==> config.mk <==
export PLATFORM = sky130hd
export DESIGN_NAME = e603_icb_fill_master
export DESIGN_NICKNAME = d
export VERILOG_FILES = /design/src/rtl/e603_icb_fill_master.sv
export SDC_FILE = /design/constraint.sdc
export NUM_CORES = 1
export LEC_CHECK = 0
export BUFFER_PORTS_ARGS = -buffer_cell sky130_fd_sc_hd__buf_2
export CAP_MARGIN = 20
export CORE_MARGIN = 2
export CORE_UTILIZATION = 50
export DETAILED_ROUTE_END_ITERATION = 12
export HOLD_SLACK_MARGIN = 0.06
export PLACE_DENSITY = 0.84
export SLEW_MARGIN = 5
export SYNTH_ARGS = -nofsm -noshare
export SYNTH_HDL_FRONTEND = slang
export SYNTH_SLANG_ARGS = --single-unit
export TNS_END_PERCENT = 5
==> constraint.sdc <==
create_clock -name clk -period 5.7 [get_ports clk]
set_input_delay 1.14 -clock clk [delete_from_list [all_inputs] [get_ports clk]]
set_output_delay 1.14 -clock clk [all_outputs]
set_load 0.05 [all_outputs]
==> src/rtl/e603_icb_fill_master.sv <==
// ICB initiator that fills memory with a constant or incrementing pattern or reads it back and checks it.
// Define E603_ICB_FILL_ERRCAP_EN to enable first-error address capture (first_err_valid/first_err_addr).
module e603_icb_fill_master #(
  parameter int AW   = 12,
  parameter int DW   = 32,
  parameter int LW   = 10,
  parameter int OUTS = 2
) (
  input  logic            clk,
  input  logic            rst,
  input  logic            start,
  input  logic            cfg_read,
  input  logic [AW-1:0]   cfg_base,
  input  logic [LW-1:0]   cfg_len,
  input  logic [DW-1:0]   cfg_pattern,
  input  logic            cfg_incr,
  output logic            busy,
  output logic            done,
  output logic [15:0]     err_cnt,
  output logic            first_err_valid,
  output logic [AW-1:0]   first_err_addr,
  output logic            icb_cmd_valid,
  input  logic            icb_cmd_ready,
  output logic            icb_cmd_read,
  output logic [AW-1:0]   icb_cmd_addr,
  output logic [DW-1:0]   icb_cmd_wdata,
  output logic [DW/8-1:0] icb_cmd_wmask,
  input  logic            icb_rsp_valid,
  output logic            icb_rsp_ready,
  input  logic [DW-1:0]   icb_rsp_rdata,
  input  logic            icb_rsp_err
);

  localparam int OW = $clog2(OUTS + 1);
  localparam logic [AW-1:0] STRIDE   = AW'(DW / 8);
  localparam logic [OW-1:0] OUTS_MAX = OW'(OUTS);

  typedef enum logic [1:0] {IDLE, CMD, DRAIN} state_t;

  state_t        state;
  logic [LW-1:0] len_q;
  logic [LW-1:0] issued;
  logic [LW-1:0] issued_nxt;
  logic [LW-1:0] rsp_cnt;
  logic          incr_q;
  logic [OW-1:0] outstanding;
  logic [OW-1:0] out_nxt;
  logic [DW-1:0] exp_data;
  logic [DW-1:0] step;
  logic          cmd_hs;
  logic          rsp_hs;
  logic          rsp_bad;
  logic          last_rsp;
  logic          start_ok;

  assign icb_cmd_wmask = '1;
  assign icb_rsp_ready = 1'b1;

  // Responses outside an operation are swallowed without touching any counter.
  assign start_ok   = (state == IDLE) && start;
  assign cmd_hs     = icb_cmd_valid && icb_cmd_ready;
  assign rsp_hs     = icb_rsp_valid && (state != IDLE);
  assign step       = DW'(incr_q);
  assign issued_nxt = issued + LW'(cmd_hs);
  assign rsp_bad    = icb_rsp_err || (icb_cmd_read && (icb_rsp_rdata != exp_data));
  assign last_rsp   = rsp_hs && (rsp_cnt == len_q - LW'(1));

  always_comb begin
    out_nxt = outstanding;
    if (cmd_hs && !rsp_hs)
      out_nxt = outstanding + OW'(1);
    else if (!cmd_hs && rsp_hs)
      out_nxt = outstanding - OW'(1);
  end

  always_ff @(posedge clk) begin
    if (rst) begin
      state         <= IDLE;
      busy          <= 1'b0;
      done          <= 1'b0;
      err_cnt       <= '0;
      len_q         <= '0;
      incr_q        <= 1'b0;
      issued        <= '0;
      rsp_cnt       <= '0;
      outstanding   <= '0;
      exp_data      <= '0;
      icb_cmd_valid <= 1'b0;
      icb_cmd_read  <= 1'b0;
      icb_cmd_addr  <= '0;
      icb_cmd_wdata <= '0;
    end else begin
      done <= 1'b0;
      case (state)
        IDLE: begin
          if (start) begin
            icb_cmd_read  <= cfg_read;
            len_q         <= cfg_len;
            incr_q        <= cfg_incr;
            icb_cmd_addr  <= cfg_base;
            icb_cmd_wdata <= cfg_pattern;
            exp_data      <= cfg_pattern;
            issued        <= '0;
            rsp_cnt       <= '0;
            outstanding   <= '0;
            err_cnt       <= '0;
            if (cfg_len != '0) begin
              state         <= CMD;
              busy          <= 1'b1;
              icb_cmd_valid <= 1'b1;
            end else begin
              done <= 1'b1;
            end
          end
        end
        default: begin
          outstanding <= out_nxt;
          issued      <= issued_nxt;
          // Address/data only advance on a handshake, so they stay stable under backpressure.
          if (cmd_hs) begin
            icb_cmd_addr  <= icb_cmd_addr + STRIDE;
            icb_cmd_wdata <= icb_cmd_wdata + step;
          end
          icb_cmd_valid <= (state == CMD) && (issued_nxt < len_q) && (out_nxt < OUTS_MAX);
          if ((state == CMD) && cmd_hs && (issued_nxt == len_q))
            state <= DRAIN;
          if (rsp_hs) begin
            rsp_cnt  <= rsp_cnt + LW'(1);
            exp_data <= exp_data + step;
            if (rsp_bad && (err_cnt != 16'hFFFF))
              err_cnt <= err_cnt + 16'd1;
          end
          if (last_rsp) begin
            state         <= IDLE;
            busy          <= 1'b0;
            done          <= 1'b1;
            icb_cmd_valid <= 1'b0;
          end
        end
      endcase
    end
  end

`ifdef E603_ICB_FILL_ERRCAP_EN
  logic [AW-1:0] exp_addr;

  // Tracks the address of the word each response belongs to and latches the first bad one.
  always_ff @(posedge clk) begin
    if (rst) begin
      exp_addr        <= '0;
      first_err_valid <= 1'b0;
      first_err_addr  <= '0;
    end else if (start_ok) begin
      exp_addr        <= cfg_base;
      first_err_valid <= 1'b0;
      first_err_addr  <= '0;
    end else if (rsp_hs) begin
      exp_addr <= exp_addr + STRIDE;
      if (rsp_bad && !first_err_valid) begin
        first_err_valid <= 1'b1;
        first_err_addr  <= exp_addr;
      end
    end
  end
`else
  assign first_err_valid = 1'b0;
  assign first_err_addr  = '0;
`endif

endmodule

==> results of run 1 <==
state kept, by name (all words and copies together), names as in the netlist, 10 cells and up:
signal         flops
icb_cmd_addr      12
exp_data          32
len_q             10
rsp_cnt           10
icb_cmd_wdata     32
issued            10
err_cnt           16
placed cells by master (no fill, tap or decap), drive strengths merged, types with 5 or more instances in the layout:
cell	instances
a211oi	26
a21oi	104
a22o	5
a22oi	17
a311oi	5
a31oi	21
and2	13
and3	31
and4	6
buf	166
clkbuf	22
clkinv	5
conb	18
dfxtp	131
ha	23
inv	27
nand2	108
nand2b	6
nand3	56
nand3b	5
nand4	24
nor2	127
nor3	34
nor3b	7
nor4	15
o21ai	55
o22ai	20
o31ai	7
or3	6
or4	5
xnor2	19
xor2	41
per-layer routing:
metal  vias to the layer above  wire (um)  GRT usage, %
li1                       4112          -             -
met2                       416      11370         44.36
met3                        80       1998         5.247
met4                         0       1023         13.71
met5                         -          0             0
met1                      3967       9865         35.27
cells by family (layout without fill, tap and decap cells):
family,after synthesis,count (layout),synth area share (%)
adder cells (fa/ha/maj),23,23,3.546
AND/OR/NAND/NOR,452,452,27.59
AO/OA/AOI/OAI,294,294,22.40
multiplexers,7,7,0.9711
other,2,18,0.09253
buffers and inverters,112,225,6.613
flip-flops,131,131,32.31
XOR/XNOR,60,60,6.474
per-stage QoR:
stage	cells	utilization, %
4_1_cts	1425	59.64
6_report	1426	59.81
3_5_place_dp	1393	55.84
5_1_grt	1426	59.81
2_1_floorplan	1097	-
3_3_place_gp	1393	55.84
final cells by class:
| type | instances | area (sq um) |
|---|---|---|
| inverter | 27 | 101.3 |
| fill | 1446 | 6384 |
| sequential | 131 | 2623 |
| tap | 216 | 270.3 |
| multi-input combinational | 854 | 5027 |
| clock buffer | 22 | 474.2 |
| clock inverter | 10 | 130.1 |
| timing repair buffer | 166 | 875.8 |
critical path, cell delays in order:
cell     delay, ps
buf_2           80
nand2_1        140
inv_1          230
ha_1           200
ha_1           170
and3_1         230
and3_1         240
nand3_1        110
xnor2_1        210
ha_1           280
nor2b_1        130
o21ai_0        140
nand3_1         80
or3_1          340
o32ai_1        120
worst paths after layout:
path	start	end	depth (start not counted)
setup / recovery	icb_cmd_ready	icb_cmd_valid$_SDFFE_PP0P_	15
hold / removal	icb_cmd_addr[1]$_SDFFE_PP0P_	icb_cmd_addr[1]$_SDFFE_PP0P_	2
setup reg to reg	state[1]$_SDFFE_PP0P_	icb_cmd_valid$_SDFFE_PP0P_	10
hold reg to reg	icb_cmd_addr[1]$_SDFFE_PP0P_	icb_cmd_addr[1]$_SDFFE_PP0P_	2
where the power goes:
part | internal [mW] | total, mW | switching [mW]
logic | 0.220 | 0.706 | 0.486
clock network | 0.718 | 1.13 | 0.417
registers | 0.987 | 1.08 | 0.0955
total | 1.92 | 2.92 | 0.998
==> summary.md, run 1 <==
| Metric | Value |
|---|---|
| Pre-antenna DRT Iters | `6` |
| Total wire length | `24260 um` |
| Hold-fix buffers at CTS | `0` |
| Max Slew Vio Count | `0` |
| Clk buf depth | `2` |
| Vias per cell | `6.013` |
| Minimum clock period | `3485 ps` |
| Number of synthesized flops with an enable pin | `0` |
| Top FF cell, synth | `dfxtp_1` |
| Dpl hpwl | `17120 um` |
| Unrepaired setup endpoints after global routing | `no` |
| Die Span Y | `131.4 um` |
| R2r setup slk | `2390 ps` |
| Worst slew pin tran | `1073 ps` |
| Layout cells sized above 1 | `18.26%` |
| DRC Markers | `0` |
| Grt ovf | `0` |
| Synth cell count leaders | `131 x dfxtp_1, 127 x nor2_1, 107 x nand2_1, 103 x a21oi_1, 55 x nand3_1` |
| Clock root cell | `clkbuf_16` |
| Layout Nets | `1314` |
| Via count | `8575` |
| Hold crit path type | `reg2reg` |
| Fin. Hold Viols | `0` |
| Vias in the first global route | `7706` |
| Sink Count | `131` |
| Post-Synthesis Cells | `1081` |
| Crit path kind | `in2reg` |
| Placement Cell Area | `8870 sq um` |
| Critical Path End Type | `flop` |
| Final setup TNS | `0 ps` |
| Outcome | `complete, no violations` |
| Post-synth cell types | `69` |
| Final worst slack | `2215 ps` |
| Post-CTS setup buffers | `0` |
| Buffers on Ports | `157` |
| PD cells | `307.6 nW/um^2` |
| Fin area | `9502 sq um` |
| F_max | `0.2870 GHz` |
| Most instantiated library cell after synthesis | `dfxtp_1` |
| Cell accounting for the most synthesized area | `dfxtp_1` |
| Clock Latency Late Sink | `430 ps` |
| VDD IR-drop max | `0.0002683 V` |
| Final Setup Violations | `0` |
| Flops & latches, synth | `131` |
| Final GP Congestion | `0.9248` |
| Initial antenna violation count | `0` |
| CP required | `6040 ps` |
| Total of max-cap violations | `0` |
| Starting Density | `51.09%` |
| # diodes | `0` |
| Synthesis Warnings | `0` |
| Resized cells post-CTS | `0` |
| CP Max Fanout | `5` |
| Pre-CTS setup slack | `1803 ps` |
| Average size of a mapped cell | `7.508 sq um` |
| Final ANT Viol Nets | `0` |
| Fraction of registers with async set/reset | `0%` |
| Worst clock skew | `8.977 ps` |
| Worst hold-check slack | `451.9 ps` |
| First-pass GRT wire length | `38700 um` |
| Global Route Usage Sum | `27.52%` |
| Initial DRC count | `843` |
| Layout area overhead | `17.06%` |
| Total power | `2.923 mW` |
| # rows | `46` |
| Largest net degree at the start of global routing | `73` |
| Sequential area share after synthesis | `32.31%` |
| Die X | `131.4 um` |
| H-tree Lvls | `4` |
| TritonCTS clock tree | `done` |
| Critical Path AT | `3830 ps` |
| Top-area cell type share of the netlist area | `32.31%` |
| Final Cycle Share | `61.13%` |
| Total CTS buffers | `17` |
| Largest cells by area after synthesis | `dfxtp_1 32%, a21oi_1 6.4%, nor2_1 5.9%, nand2_1 4.9%, xor2_1 4.4%` |
| Clock slew at reported path FFs | `60 ps` |
| Slew headroom | `28.27%` |
| LEAKAGE | `3.975 nW` |
| Mapped cell area | `8117 sq um` |
| CORE AREA | `15890 sq um` |
| CP Launch Type | `primary input` |
| Mean routed wirelength per cell | `17.01 um` |
| Die area | `17270 sq um` |
| # IOs | `176` |
(Power assumes the default switching activity.)
==> run 2, diff against run 1 <==
Settings changed: PLACE_DENSITY 0.84 to 0.87.
Clock period 5.7 ns to 2.8 ns, I/O delays scaled along.
==> run 2 against run 1 <==
  * Cell area up 2.3%
  * Final cell count is 1.8% higher
  * Global-route usage barely moved
  * Routed wire length grew 0.94%
  * Hold slack lost 82 ps
  * Die area unchanged
  * Sequential power rose by 100%
  * Clock power grew 88%
  * First-iteration DRC count grew 13%
  * Register-to-register slack got worse by 2300 ps
  * Critical endpoint unchanged
  * Largest cell class unchanged
  * Highest routed layer unchanged
==> summary.md, run 2 (same netlist as run 1, synthesis figures left out) <==
| Metric | Value |
|---|---|
| R2r setup slk | `130 ps (was 2390 ps)` |
| Slew headroom | `60.31% (was 28.27%)` |
| Cell Int Power | `3.703 mW (was 1.925 mW)` |
| Unrepaired setup endpoints after global routing | `no (unchanged)` |
| Vias in the first global route | `7956 (was 7706)` |
| Vias per cell | `6.015 (was 6.013)` |
| Combinational power share | `25.3% (was 24.1%)` |
| Final setup TNS | `0 ps (unchanged)` |
| Total wire length | `24490 um (was 24260 um)` |
| Clock slew at reported path FFs | `60 ps (about the same)` |
| Reg-to-Reg Start | `icb_cmd_valid$_SDFFE_PP0P_ (was state[1]$_SDFFE_PP0P_)` |
| Placed insts | `1416 (was 1393)` |
| Layout Nets | `1337 (was 1314)` |
| LEAKAGE | `4.066 nW (was 3.975 nW)` |
| Grt ovf | `0 (unchanged)` |
| CORE AREA | `15890 sq um (unchanged)` |
| CP Launch Type | `flop (was primary input)` |
| TritonCTS clock tree | `done (unchanged)` |
| DRC Markers | `0 (unchanged)` |
| Starting Density | `51.09% (unchanged)` |
| Clk buf depth | `2 (unchanged)` |
| Largest registers | `exp_data x32, icb_cmd_wdata x32, err_cnt x16 (unchanged)` |
| Hold crit path type | `in2reg (was reg2reg)` |
| Final Setup Violations | `0 (unchanged)` |
| Final Util | `61.16% (was 59.81%)` |
| # IOs | `176 (unchanged)` |
| Worst r2r dst | `icb_cmd_valid$_SDFFE_PP0P_ (unchanged)` |
| Clock root cell | `clkbuf_16 (unchanged)` |
| Critical Path End Type | `flop (unchanged)` |
| Worst hold-check slack | `369.6 ps (was 451.9 ps)` |
| Final ANT Viol Nets | `0 (unchanged)` |
| Hold path endpoint | `icb_cmd_addr[1]$_SDFFE_PP0P_ (unchanged)` |
| Die X | `131.4 um (unchanged)` |
| Hold path depth | `3 (was 2)` |
| F_max | `0.3745 GHz` |
| Die Span Y | `131.4 um (unchanged)` |
| Global Route Usage Sum | `27.52% (about the same)` |
| Layout area overhead | `19.70% (was 17.06%)` |
| PD cells | `596.7 nW/um^2 (was 307.6 nW/um^2)` |
| Worst clock skew | `10.62 ps (was 8.977 ps)` |
| CP required | `3130 ps (was 6040 ps)` |
| Final GP Congestion | `0.9111 (was 0.9248)` |
| Flop pwr share | `38.1% (was 37.0%)` |
| FF-to-FF path depth | `14 (was 10)` |
| Commonest non-fill, non-tap cells in the layout | `156 x buf_2, 130 x dfxtp_1, 125 x nor2_1, 106 x nand2_1, 103 x a21oi_1 (was 156 x buf_2, 131 x dfxtp_1, 125 x nor2_1, 107 x nand2_1, 103 x a21oi_1)` |
| CP Max Fanout | `4 (was 5)` |
| Placement Cell Area | `9119 sq um (was 8870 sq um)` |
| Initial antenna violation count | `3 (was 0)` |
| Fin area | `9716 sq um (was 9502 sq um)` |
| Dpl hpwl | `17130 um (was 17120 um)` |
| Pre-antenna DRT Iters | `6 (unchanged)` |
| Switching share of power | `36.13% (was 34.15%)` |
| Hold-fix buffers at CTS | `0 (unchanged)` |
| Layout cells sized above 1 | `20.92% (was 18.26%)` |
| Initial DRC count | `952 (was 843)` |
| Crit path kind | `reg2reg (was in2reg)` |
| H-tree Lvls | `4 (unchanged)` |
| Via count | `8734 (was 8575)` |
| Total of max-cap violations | `0 (unchanged)` |
| VDD IR-drop max | `0.0004991 V (was 0.0002683 V)` |
| First-pass GRT wire length | `38940 um (was 38700 um)` |
| Clock power frac | `36.6% (was 38.8%)` |
| Largest net degree at the start of global routing | `97 (was 73)` |
| Min-delay src | `cfg_base[1] (was icb_cmd_addr[1]$_SDFFE_PP0P_)` |
| Die area | `17270 sq um (unchanged)` |
| Buffers on Ports | `157 (unchanged)` |
| Total CTS buffers | `17 (unchanged)` |
| Fin. Hold Viols | `0 (unchanged)` |
| Sink Count | `131 (unchanged)` |
| Worst slew pin tran | `589.9 ps (was 1073 ps)` |
| Outcome | `complete, no violations (unchanged)` |
| Final worst slack | `129.9 ps (was 2215 ps)` |
| Max Slew Vio Count | `0 (unchanged)` |
| Pre-CTS setup slack | `-181.0 ps (was 1803 ps)` |
| # rows | `46 (unchanged)` |
| Minimum clock period | `2670 ps` |
| Mean routed wirelength per cell | `16.86 um (was 17.01 um)` |
| Total power | `5.797 mW (was 2.923 mW)` |
| Final Cycle Share | `95.36%` |
| Clock Latency Late Sink | `430 ps (about the same)` |
| Critical Path AT | `3010 ps (was 3830 ps)` |
| Switching pwr | `2.094 mW (was 0.9980 mW)` |
| Post-route insts no fill | `1452 (was 1426)` |
| Most common cell after layout, fill and taps aside | `buf_2 (unchanged)` |
-- run 2: cell types whose count changed in the layout (fill, tap and decap cells not counted), sizes merged --
cell,delta
buf,+23
bufinv,-2
clkbuf,-5
clkinv,+3
clkinvlp,+2
diode,+3
inv,+2
-- run 2: area by class of cell --
| class | instances | area, sq um |
|---|---|---|
| fillers | 1410 | 6170 |
| multi-input cells | 854 | 5085 |
| flip-flops and latches | 131 | 2624 |
| repair buffers | 189 | 1066 |
| clock buffers | 17 | 425.4 |
| well taps | 216 | 270.3 |
| clock inverters | 15 | 136.4 |
| inverters | 27 | 101.3 |
| diodes | 3 | 7.507 |
-- run 2: how the worst max path moves through the flow --
stage,start,end,slack [ps],cells past startpoint
after global routing,icb_cmd_valid$_SDFFE_PP0P_,state[1]$_SDFFE_PP0P_,2,13
after floorplan,icb_cmd_ready,icb_cmd_valid$_SDFFE_PP0P_,3,14
after detailed placement,icb_cmd_ready,icb_cmd_valid$_SDFFE_PP0P_,-180,15
final,icb_cmd_valid$_SDFFE_PP0P_,icb_cmd_valid$_SDFFE_PP0P_,130,14
after CTS,icb_cmd_valid$_SDFFE_PP0P_,icb_cmd_valid$_SDFFE_PP0P_,120,14
after global placement,icb_cmd_ready,icb_cmd_valid$_SDFFE_PP0P_,-110,15
-- run 2: layer usage --
metal  vias up  wire length (um)  GRT usage [%]
met5         -                 0              0
met4         0              1101          14.25
met3        87              1845          6.173
met2       410             11360          43.46
met1      4069             10180          35.19
li1       4168                 -              -
-- run 2: worst max-delay path: stages, from the launching register on --
cell,delay (ps)
dfxtp_2,370
nand2_2,70
inv_2,70
ha_2,190
ha_4,130
and3_4,180
and3_4,180
nand3_1,110
xnor2_2,170
ha_1,300
nor2b_1,130
o21ai_1,110
nand3_1,90
or3_4,370
o32ai_2,110
-- run 2: what timing repair did --
| action | 4_1_cts | 5_1_grt |
|---|---|---|
| setup buffers | 0 | 1 |
| endpoints found under the setup margin | 0 | 1 |
| resized for setup | 0 | 3 |
-- run 2: power groups by stage --
stage	logic (mW)	registers [mW]	clock network, mW
detailed placement	1.43	2.24	0
CTS	1.44	2.20	2.14
global placement	1.40	2.23	0
floorplan	0.834	2.44	0
finish	1.46	2.21	2.12
global route	1.58	2.23	2.22
==> run 3, diff against run 2 <==
Settings changed: PLACE_DENSITY 0.87 to 0.84.
Clock period 2.8 ns to 2.9 ns, I/O delays scaled along.
==> run 3 against run 2 <==
  * Sequential share of layout area is 0.11 points higher
  * Global-route usage rose by 0.59 points
  * Non-clock buffer count shrank 4
  * Combinational power decreased by 3%
  * Setup slack gained 32 ps
  * Critical endpoint unchanged
==> summary.md, run 3 (same netlist as run 1, synthesis figures left out) <==
| Metric | Value |
|---|---|
| Outcome | `complete, no violations (unchanged)` |
| Pre-CTS setup slack | `-134.4 ps (was -181.0 ps)` |
| Switching pwr | `1.997 mW (was 2.094 mW)` |
| TritonCTS clock tree | `done (unchanged)` |
| Largest net degree at the start of global routing | `97 (unchanged)` |
| Crit path kind | `reg2reg (unchanged)` |
| # rows | `46 (unchanged)` |
| CORE AREA | `15890 sq um (unchanged)` |
| # diodes | `0 (was 3)` |
| Slew headroom | `48.80% (was 60.31%)` |
| CP required | `3230 ps (was 3130 ps)` |
| Starting Density | `51.09% (unchanged)` |
| Worst hold-check slack | `392.6 ps (was 369.6 ps)` |
| VDD IR-drop max | `0.0004703 V (was 0.0004991 V)` |
| F_max | `0.3653 GHz (was 0.3745 GHz)` |
| CP Launch Type | `flop (unchanged)` |
| Fin. Hold Viols | `0 (unchanged)` |
| DRC Markers | `0 (unchanged)` |
| Worst r2r dst | `icb_cmd_valid$_SDFFE_PP0P_ (unchanged)` |
| Clk buf depth | `2 (unchanged)` |
| Clock Latency Late Sink | `420 ps (was 430 ps)` |
| Worst clock skew | `4.974 ps (was 10.62 ps)` |
| Crit-path most repeated cell | `ha_1` |
| First-pass GRT wire length | `39740 um (was 38940 um)` |
| # IOs | `176 (unchanged)` |
| Most common cell after layout, fill and taps aside | `buf_2 (unchanged)` |
| Max Slew Vio Count | `0 (unchanged)` |
| Critical Path AT | `3070 ps (was 3010 ps)` |
| CP Cell Sequence | `nand2_2, inv_2, ha_1, ha_1, and3_1, and3_4, nand3_1, xnor2_2, ha_1, nor2b_1, o21ai_0, nand3_1, or3_1, o32ai_1 (was nand2_2, inv_2, ha_2, ha_4, and3_4, and3_4, nand3_1, xnor2_2, ha_1, nor2b_1, o21ai_1, nand3_1, or3_4, o32ai_2)` |
| CP delay by family, top | `simple AND/OR/NAND/NOR gates (unchanged)` |
| Die area | `17270 sq um (unchanged)` |
| Mean routed wirelength per cell | `17.03 um (was 16.86 um)` |
| Total wire length | `24600 um (was 24490 um)` |
| Critical Path End Type | `flop (unchanged)` |
| Buffers on Ports | `157 (unchanged)` |
| Crit path max-delay cell type | `dfxtp_2 (unchanged)` |
| Total CTS buffers | `17 (unchanged)` |
| Final Cycle Share | `94.41% (was 95.36%)` |
| Final Setup Violations | `0 (unchanged)` |
| FF-to-FF path depth | `14 (unchanged)` |
| Die Span Y | `131.4 um (unchanged)` |
| Switching share of power | `34.44% (was 36.13%)` |
| Via count | `8691 (was 8734)` |
| Clock slew at reported path FFs | `60 ps (about the same)` |
| PD cells | `599.1 nW/um^2 (was 596.7 nW/um^2)` |
| Worst slew pin tran | `766.1 ps (was 589.9 ps)` |
| Critical path depth | `14 (unchanged)` |
| Combinational power share | `24.3% (was 25.3%)` |
| Post-route insts no fill | `1445 (was 1452)` |
| Final ANT Viol Nets | `0 (unchanged)` |
| Total of max-cap violations | `0 (unchanged)` |
| Flop pwr share | `36.6% (was 38.1%)` |
| Crit path buffers/inverters | `1 (unchanged)` |
| Total power | `5.798 mW (was 5.797 mW)` |
| Clock root cell | `clkbuf_16 (unchanged)` |
| Global Route Usage Sum | `28.11% (was 27.52%)` |
| R2r setup slk | `160 ps (was 130 ps)` |
| Worst setup endpoint | `icb_cmd_valid$_SDFFE_PP0P_ (unchanged)` |
| Dpl hpwl | `17480 um (was 17130 um)` |
| Final worst slack | `162.2 ps (was 129.9 ps)` |
| Final GP Congestion | `0.9229 (was 0.9111)` |
| Clock power frac | `39.2% (was 36.6%)` |
| Final Util | `60.92% (was 61.16%)` |
| Initial DRC count | `777 (was 952)` |
| Placement Cell Area | `9036 sq um (was 9119 sq um)` |
| Vias per cell | `6.015 (about the same)` |
| Cell Int Power | `3.801 mW (was 3.703 mW)` |
| Layout cells sized above 1 | `20.18% (was 20.92%)` |
| Sink Count | `131 (unchanged)` |
| Hold crit path type | `in2reg (unchanged)` |
| Max incr delay on CP | `370 ps (about the same)` |
| Layout Nets | `1333 (was 1337)` |
| Pre-antenna DRT Iters | `5 (was 6)` |
| Commonest non-fill, non-tap cells in the layout | `156 x buf_2, 130 x dfxtp_1, 125 x nor2_1, 106 x nand2_1, 103 x a21oi_1 (unchanged)` |
| Crit path launch | `icb_cmd_valid$_SDFFE_PP0P_ (unchanged)` |
| Vias in the first global route | `7885 (was 7956)` |
| Reg-to-Reg Start | `icb_cmd_valid$_SDFFE_PP0P_ (unchanged)` |
| Fin area | `9677 sq um (was 9716 sq um)` |
| Layout area overhead | `19.22% (was 19.70%)` |
| LEAKAGE | `4.070 nW (was 4.066 nW)` |
| Final setup TNS | `0 ps (unchanged)` |
| CP Max Fanout | `3 (was 4)` |
| Placed insts | `1413 (was 1416)` |
| Grt ovf | `0 (unchanged)` |
| Initial antenna violation count | `0 (was 3)` |
| Minimum clock period | `2738 ps (was 2670 ps)` |
| Die X | `131.4 um (unchanged)` |
| Largest registers | `exp_data x32, icb_cmd_wdata x32, err_cnt x16 (unchanged)` |
| H-tree Lvls | `4 (unchanged)` |
==> run 3: cell types whose count changed in the layout (fill, tap and decap cells not counted), sizes merged <==
cell	change
inv	-2
diode	-3
buf	-4
clkbuf	+3
clkinv	-4
bufinv	+2
clkinvlp	+1
==> run 3: worst min-delay path by stage <==
stage	from	endpoint	slack, ps	cells after the start
global placement	icb_cmd_addr[1]$_SDFFE_PP0P_	icb_cmd_addr[1]$_SDFFE_PP0P_	440	2
floorplan	len_q[7]$_SDFFE_PP0P_	len_q[7]$_SDFFE_PP0P_	450	2
CTS	cfg_base[0]	icb_cmd_addr[0]$_SDFFE_PP0P_	380	3
finish	cfg_base[0]	icb_cmd_addr[0]$_SDFFE_PP0P_	390	3
global route	cfg_base[0]	icb_cmd_addr[0]$_SDFFE_PP0P_	390	3
detailed placement	icb_cmd_addr[0]$_SDFFE_PP0P_	icb_cmd_addr[0]$_SDFFE_PP0P_	450	2
==> run 3: worst min-delay path: stages <==
cell     delay [ps]
buf_2            90
nand2_1          50
a21oi_1          50
==> run 3: layer usage <==
layer | routed length (um) | vias to the layer above | global-route usage, %
met5 | 0 | - | 0
met3 | 2233 | 70 | 6.173
li1 | - | 4148 | -
met1 | 10080 | 4033 | 36.21
met4 | 1123 | 0 | 15.10
met2 | 11170 | 440 | 43.89
==> run 3: timing repair <==
item / 4_1_cts / 5_1_grt
setup buffers: 0 / 0
resized for setup: 0 / 3
endpoints found under the setup margin: 0 / 2
endpoints found under the hold margin: 0 / 0
hold buffers: 0 / 0
==> run 3: cell type report <==
| class | count | area, sq um |
|---|---|---|
| sequential | 131 | 2624 |
| inverter | 27 | 101.3 |
| clock buffer | 20 | 466.7 |
| multi-input combinational | 854 | 5049 |
| tap | 216 | 270.3 |
| fill | 1442 | 6208 |
| clock inverter | 12 | 155.1 |
| timing repair buffer | 185 | 1011 |
==> run 3: power by group through the flow <==
stage	clock (mW)	sequential, mW	combinational [mW]
after detailed placement	0	2.15	1.38
after global routing	2.37	2.14	1.53
after CTS	2.29	2.11	1.39
after floorplan	0	2.36	0.805
after global placement	0	2.15	1.36
final	2.27	2.12	1.41
